`src/rtl/run_seq_pkg.sv`:
```
// run_seq_pkg: shared definitions for the run sequencer.
//   - default widths and timeout for the run_sequencer parameters
//   - FSM state encoding, also exported on the fsm_state debug port
package run_seq_pkg;

  localparam int DEF_RUNS_W         = 4;
  localparam int DEF_CNT_W          = 16;
  localparam int DEF_TIMEOUT_CYCLES = 1000;

  typedef enum logic [2:0] {
    ST_IDLE   = 3'd0,
    ST_REQ    = 3'd1,
    ST_WAIT   = 3'd2,
    ST_GAP    = 3'd3,
    ST_FINISH = 3'd4,
    ST_FAULT  = 3'd5
  } state_t;

endpackage

```
`src/rtl/run_cycle_counter.sv`:
```
// run_cycle_counter: clearable, enabled up-counter that sticks at all-ones.
// Ports:
//   clk    - rising-edge clock
//   reset  - asynchronous active-low reset, forces count to 0
//   clear  - synchronous clear to 0 (wins over enable)
//   enable - count up by one this cycle
//   count  - current value, saturates at all-ones
module run_cycle_counter #(
  parameter int CNT_W = 16
) (
  input  logic             clk,
  input  logic             reset,
  input  logic             clear,
  input  logic             enable,
  output logic [CNT_W-1:0] count
);

  always_ff @(posedge clk or negedge reset) begin
    if (!reset) begin
      count <= '0;
    end else if (clear) begin
      count <= '0;
    end else if (enable && (count != '1)) begin
      count <= count + CNT_W'(1);
    end
  end

endmodule

```
`src/rtl/run_sequencer.sv`:
```
// run_sequencer: issues a batch of request pulses to a processor, one per
// run, and measures how many cycles each run takes to report done.
// Ports:
//   clk          - rising-edge clock
//   reset        - asynchronous active-low reset
//   start        - host request to begin a batch (ignored while busy)
//   num_runs     - runs in the batch, latched when start is accepted
//   dut_done     - processor completion flag (only observed in WAIT)
//   dut_req      - one-cycle request pulse to the processor
//   busy         - high in REQ, WAIT and GAP
//   run_idx      - index of the current / most recent run, from 0
//   cycles       - length of the most recently completed run
//   cycles_valid - one-cycle pulse when cycles updates
//   all_done     - batch completed, held until the next accepted start
//   timeout      - sticky: a run exceeded TIMEOUT_CYCLES
//   fsm_state    - debug view of the FSM state
//
// Processor handshake: dut_req is a single-cycle pulse (no ready). The run
// length is the number of cycles from the dut_req cycle to the cycle in
// which dut_done is seen high while in WAIT; dut_done is a level that is
// only sampled in WAIT, so a done held over GAP/REQ cannot end a new run
// early.
module run_sequencer
  import run_seq_pkg::*;
#(
  parameter int RUNS_W         = DEF_RUNS_W,
  parameter int CNT_W          = DEF_CNT_W,
  parameter int TIMEOUT_CYCLES = DEF_TIMEOUT_CYCLES
) (
  input  logic              clk,
  input  logic              reset,
  input  logic              start,
  input  logic [RUNS_W-1:0] num_runs,
  input  logic              dut_done,
  output logic              dut_req,
  output logic              busy,
  output logic [RUNS_W-1:0] run_idx,
  output logic [CNT_W-1:0]  cycles,
  output logic              cycles_valid,
  output logic              all_done,
  output logic              timeout,
  output state_t            fsm_state
);

  // The counter is cleared during REQ, so in the k-th WAIT cycle it holds
  // k-1. Reaching TIMEOUT_CYCLES therefore means the counter is about to
  // leave TIMEOUT_CYCLES-1 with no done seen.
  localparam logic [CNT_W-1:0] TIMEOUT_LAST = CNT_W'(TIMEOUT_CYCLES - 1);

  state_t              state;
  logic [RUNS_W-1:0]   runs_q;
  logic [CNT_W-1:0]    count;
  logic [CNT_W-1:0]    count_inc;
  logic                cnt_clear;
  logic                cnt_enable;
  logic                last_run;
  logic                wait_expired;

  assign fsm_state    = state;
  assign cnt_clear    = (state == ST_REQ);
  assign cnt_enable   = (state == ST_WAIT);
  // Run length includes the done cycle itself, hence count + 1 (saturating).
  assign count_inc    = (count == '1) ? count : count + CNT_W'(1);
  assign last_run     = (run_idx == (runs_q - RUNS_W'(1)));
  assign wait_expired = (count == TIMEOUT_LAST);

  run_cycle_counter #(
    .CNT_W (CNT_W)
  ) u_counter (
    .clk    (clk),
    .reset  (reset),
    .clear  (cnt_clear),
    .enable (cnt_enable),
    .count  (count)
  );

  always_ff @(posedge clk or negedge reset) begin
    if (!reset) begin
      state        <= ST_IDLE;
      runs_q       <= '0;
      dut_req      <= 1'b0;
      busy         <= 1'b0;
      run_idx      <= '0;
      cycles       <= '0;
      cycles_valid <= 1'b0;
      all_done     <= 1'b0;
      timeout      <= 1'b0;
    end else begin
      dut_req      <= 1'b0;
      cycles_valid <= 1'b0;
      case (state)
        ST_IDLE, ST_FINISH, ST_FAULT: begin
          if (start) begin
            runs_q  <= num_runs;
            run_idx <= '0;
            timeout <= 1'b0;
            if (num_runs != '0) begin
              state    <= ST_REQ;
              dut_req  <= 1'b1;
              busy     <= 1'b1;
              all_done <= 1'b0;
            end else begin
              // Empty batch completes immediately without touching the DUT.
              state    <= ST_FINISH;
              busy     <= 1'b0;
              all_done <= 1'b1;
            end
          end
        end
        ST_REQ: begin
          state <= ST_WAIT;
        end
        ST_WAIT: begin
          // Done beats the timeout when both land in the same cycle.
          if (dut_done) begin
            cycles       <= count_inc;
            cycles_valid <= 1'b1;
            if (last_run) begin
              state    <= ST_FINISH;
              busy     <= 1'b0;
              all_done <= 1'b1;
            end else begin
              state <= ST_GAP;
            end
          end else if (wait_expired) begin
            state   <= ST_FAULT;
            busy    <= 1'b0;
            timeout <= 1'b1;
          end
        end
        ST_GAP: begin
          run_idx <= run_idx + RUNS_W'(1);
          state   <= ST_REQ;
          dut_req <= 1'b1;
        end
        default: begin
          state <= ST_IDLE;
          busy  <= 1'b0;
        end
      endcase
    end
  end

endmodule

```
`config.mk`:
```
export PLATFORM = sky130hd
export DESIGN_NAME = run_sequencer
export DESIGN_NICKNAME = d
export VERILOG_FILES = /design/src/rtl/run_seq_pkg.sv /design/src/rtl/run_cycle_counter.sv /design/src/rtl/run_sequencer.sv
export SDC_FILE = /design/constraint.sdc
export NUM_CORES = 1
export LEC_CHECK = 0
export ABC_AREA = 1
export CAP_MARGIN = 40
export CORE_UTILIZATION = 49
export DETAILED_ROUTE_END_ITERATION = 7
export PLACE_DENSITY = 0.8
export SYNTH_ARGS = -nofsm -noshare
export SYNTH_HDL_FRONTEND = slang
export SYNTH_SLANG_ARGS = --single-unit
```
`constraint.sdc`:
```
create_clock -name clk -period 1.51 [get_ports clk]
set_input_delay 0.302 -clock clk [delete_from_list [all_inputs] [get_ports clk]]
set_output_delay 0.302 -clock clk [all_outputs]
set_load 0.02 [all_outputs]
```
* Word-level counts from Yosys, hierarchy flattened
Cells that the tools add are included.
** Cells by class
- Add/sub/neg operators :: 3
- Eq/ne operators :: 16
- Muxes and demuxes :: 30
- Bitwise gates (word level) :: 1
- Reductions and logical operators :: 15
** Operator list (count)
- $mux 16 :: 3
- $add 16x1->16 const B :: 1
- $eq 16x10->1 const B :: 1
- $eq 16x16->1 const B :: 1
- $ne 16x16->1 const B :: 1
- $mux 1 :: 15
- $mux 3 :: 5
- $pmux 3 s4 :: 1
- $reduce_and 4->1 :: 3
- $ne 2x2->1 const B :: 5
- $pmux 4 s2 :: 1
- $reduce_and 2->1 :: 4
- $eq 3x2->1 const B :: 2
- $eq 3x3->1 const B :: 2
- $ne 3x3->1 const B :: 2
- $pmux 1 s2 :: 3
- $reduce_bool 2->1 :: 3
- $add 4x1->4 const B :: 1
- $eq 4x4->1 :: 1
- $mux 4 :: 1
- $reduce_bool 4->1 :: 1
- $sub 4x1->4 const B :: 1
- $eq 3x1->1 const B :: 1
- $logic_not 3->1 :: 1
- 5 further kinds :: 5
** Word-level totals
- Flip-flop bits (word level) :: 48
- Input port bits :: 8
- Output and inout port bits :: 28
- Word-level logic and storage cells :: 75

* Logic depth before layout (Yosys ltp)
- Word-level depth :: 5
- Gate-level depth with buffers :: 11

* Hierarchy
From an unflattened synthesis, not the netlist that was laid out.
** Unflattened totals
- Cell total of the unflattened synthesis :: 419
- Area, all modules :: 3059.2 um^2
** Modules (own cells, without submodules)
- run_sequencer :: times used 1, cells an instance 275, area an instance 2021.9 um^2, sequential area each 800.8 um^2
- run_cycle_counter :: times used 1, cells an instance 144, area an instance 1037.2 um^2, sequential area each 400.4 um^2

* Worst setup path before layout
OpenSTA, ideal clock, no wires.
- Path kind :: reg-to-reg
- Start :: reg u_counter.count[0]
- End :: reg cycles[15]
- Arrival time :: 1.399 ns
- Required time :: 1.369 ns
- Slack :: -0.030 ns
- Stages on the path, launching flop included :: 8
- Path buffers :: 0
- Period minus slack after synthesis :: 1.540 ns
- Path through :: dfrtp_1 -> ha_1 -> nand2_2 -> nor2_4 -> nand2_2 -> nor2_4 -> nor3_1 -> a21oi_1
** On the way
- Longest elaborated chain between the ends :: 2
- Elaborated cells on any way between the ends :: 3
** RTL lines
- start: declaration :: RTL line run_cycle_counter.sv:15 : output logic [CNT_W-1:0] count
- start signal: assignment :: RTL line run_cycle_counter.sv:24 : count <= count + CNT_W'(1);
- $add 16x1->16 / $eq 16x16->1 (equally long branches) :: RTL line run_sequencer.sv:63 : assign count_inc = (count == '1) ? count : count + CNT_W'(1);
- $mux 16 (*) :: RTL line run_sequencer.sv:63
- end signal: assignment :: RTL line run_sequencer.sv:116 : cycles <= count_inc;
- end: declaration :: RTL line run_sequencer.sv:38 : output logic [CNT_W-1:0] cycles,
Every way passes the cells marked *; elsewhere a longest branch is shown, timed or not.
A chain may end at the register's enable or synchronous reset.

* Worst setup path after layout
- Start :: reg u_counter.count[7]
- End :: reg u_counter.count[5]
** On the way
- Longest elaborated chain between the ends :: 3
** RTL lines
- $ne 16x16->1 :: RTL line run_cycle_counter.sv:23 : end else if (enable && (count != '1)) begin
- $logic_and 1x1->1 :: RTL line run_cycle_counter.sv:23
- $reduce_bool 2->1 (no line)
No other way between the ends.

==> results.toml <==
[power]
swShare_pct = 42.30
p_clk_share_pct = 16.0
combPwrFrac_pct = 50.6
p_int_w = 0.003316
power_density_nw_per_um2 = 1594
seqPwrFrac_pct = 33.4
switching_power_w = 0.002431
p_total_w = 0.005748
total_leakage_power_nw = 1.927
irDropWorstVdd_mv = 0.9363

[placement]
port_buffers = 35
dpl.hpwl_um = 4788
preCtsSetupSlack_ps = -105.6
routabilityCongestion = 0.8709

[cts]
clk_latency_ps = 310
clock_path_buffers = 2
clkSinkCount = 48
clk_pin_slew_ps = 90
cts-buffers-inserted = 5
cts_tree = "yes"
htreeDepth = 2
root_buffer = "clkbuf_8"

[floorplanning]
initial_utilization_pct = 51.07
fp.dieH_um = 75.19
die_w_um = 75.19
core.rowCount = 26
die_area_um2 = 5654
io_pins = 36
core_um2 = 5140

[critical_path]
reg2reg_slack_ps = -40
cp.arrival_ps = 1750
critPathLaunchType = "flop"
cp.required_ps = 1710
r2r_start = "u_counter.count[7]"
worstPathMaxFanout = 10
critPathKind = "flop to flop"
end_kind = "flop"
crit_path_start = "u_counter.count[7]"

[routing]
drtAntennaViolNets = 0
first_iter_violations = 230
wire_per_inst_um = 13.74
firstDrtPassIters = 4
vias = 2597
remaining_drc_errors = 0
drt-vias-per-instance = 5.173
wirelength_um = 6895

[synth]
syn_area_um2 = 2625
synth_nets = 362
synth-seq-cells = 48
yosys.area.top_type_share_pct = 45.76
synth_area_leaders = "dfrtp_1, nand2_1, inv_1"
ys.warnings.count = 0
yosysTopAreaCell = "dfrtp_1"
avgSynthCellArea_um2 = 7.479
ys_seq_area_share_pct = 45.76
yosys.cell_types.count = 27
syn_inst = 351

[sta]
tightest_slew_ps = 333.0
fmax_mhz = 644.2
period_share_pct = 102.8
finalHoldViolCount = 0
slew_violations = 0
hold_ws_ps = 472.6
slew_headroom_pct = 77.73
fin_skew_ps = 8.281
worst_slack_ps = -42.34
finalSetupViolCount = 14
rsz0062_at_grt = "true"
finalCriticalPeriod_ps = 1552

[layout]
nFillCells = 438
drive_gt1_share_pct = 23.84
area_growth_pct = 37.32
fin_nets = 442
layout_commonest_cell = "nand2_1"
mostFrequentLayoutCells = "nand2_1, dfrtp_1, inv_1"
multi_input_area_um2 = 1355
diodes = 0
register_area_um2 = 1205

[worst_hold_path]
worstHoldPathType = "flop to flop"
hp-start = "busy"

[global_route]
grt_pass1_wl_um = 10770
overflow = 0
grt_usage_pct = 25.66
antenna_found_initial = 0
grt_max_degree = 49
grt_pass1_vias = 2483

[outcome]
violations = "negative setup slack"
status = "finished, violations left"

[run]
maxCapViolCount = 0
## per-stage QoR
stage / TNS (ps) / std cells / util, % / area, um2
floorplan: 0 / 351 / - / 2630
global placement: -736.5 / 486 / 64.17 / 3298
detailed placement: -1250 / 486 / 64.17 / 3298
CTS: -1.387 / 496 / 66.65 / 3426
global route: -2635 / 502 / 70.13 / 3605
finish: -270.9 / 502 / 70.13 / 3605
## power by group through the flow
stage               logic [W]  registers, W  clock network, W
finish                0.00291       0.00192          0.000922
global route          0.00322       0.00196          0.000986
CTS                   0.00263       0.00189          0.000940
detailed placement    0.00274       0.00191                 0
global placement      0.00265       0.00191                 0
floorplan             0.00138       0.00218                 0
## repair_timing
| item | in CTS | in global routing |
|---|---|---|
| hold buffers | 1 | 0 |
| endpoints found under the setup margin | 51 | 46 |
| cloned | 0 | 0 |
| buffers inserted | 1 | 6 |
| pin swaps | 7 | 19 |
| endpoints found under the hold margin | 48 | 0 |
| gates resized for setup | 38 | 39 |
## cells by family after synthesis
family          share of synthesized area, %
compound gates                         8.533
xor+xnor                               3.003
flops                                  45.76
fa+ha+maj                              1.430
simple gates                           32.70
buf+inv                                8.579
## final cells by class
type,instances,area share [%]
Sequential cell,48,33.43
Timing Repair Buffer,78,18.78
Tap cell,70,2.430
Inverter,46,4.790
Clock inverter,2,0.9719
Multi-Input combinational cell,252,37.59
Clock buffer,6,2.013
## metal layers
layer / vias to the layer above / routed length (um) / GRT usage, %
li1: 1268 / - / -
met1: 1230 / 2939 / 30.62
met2: 80 / 3432 / 44.24
met3: 19 / 325 / 5.221
met4: 0 / 199 / 12.76
met5: - / 0 / 0
## synthesized netlist by cell type, drive strengths merged
master  count
nand2     119
dfrtp      48
inv        46
nor2       38
o21ai      28
nand3      25
a21oi      12
nor3        7
buf         5
nand4       5
xnor2       5
xor2        4
ha          3
nand3b      2
a211oi      1
a31oi       1
nor3b       1
o22ai       1
## final timing paths
path | to | cells after the start
worst min register to register | busy | 2
min in group asynchronous | cycles[8] | 3
worst max-delay path | u_counter.count[5] | 8
worst max register to register | u_counter.count[5] | 8
max in group asynchronous | u_counter.count[10] | 3
worst min-delay path | busy | 2
## state kept, by name, summed over array words and instances (netlist names)
name,flops
runs_q,4
u_counter.count,16
cycles,16
all_done,1
timeout,1
run_idx,4
busy,1
fsm_state,3
cycles_valid,1
dut_req,1
## worst max-delay path, stage by stage, from the launching register on
cell and delay (ps):
dfrtp_1 400, nand2_1 130, nor2_2 240, nand2_4 100
nor2_4 190, nor2_2 70, buf_6 150, nand2_1 100
nand2_1 70
Note: power is estimated with default switching activity, not from simulation.
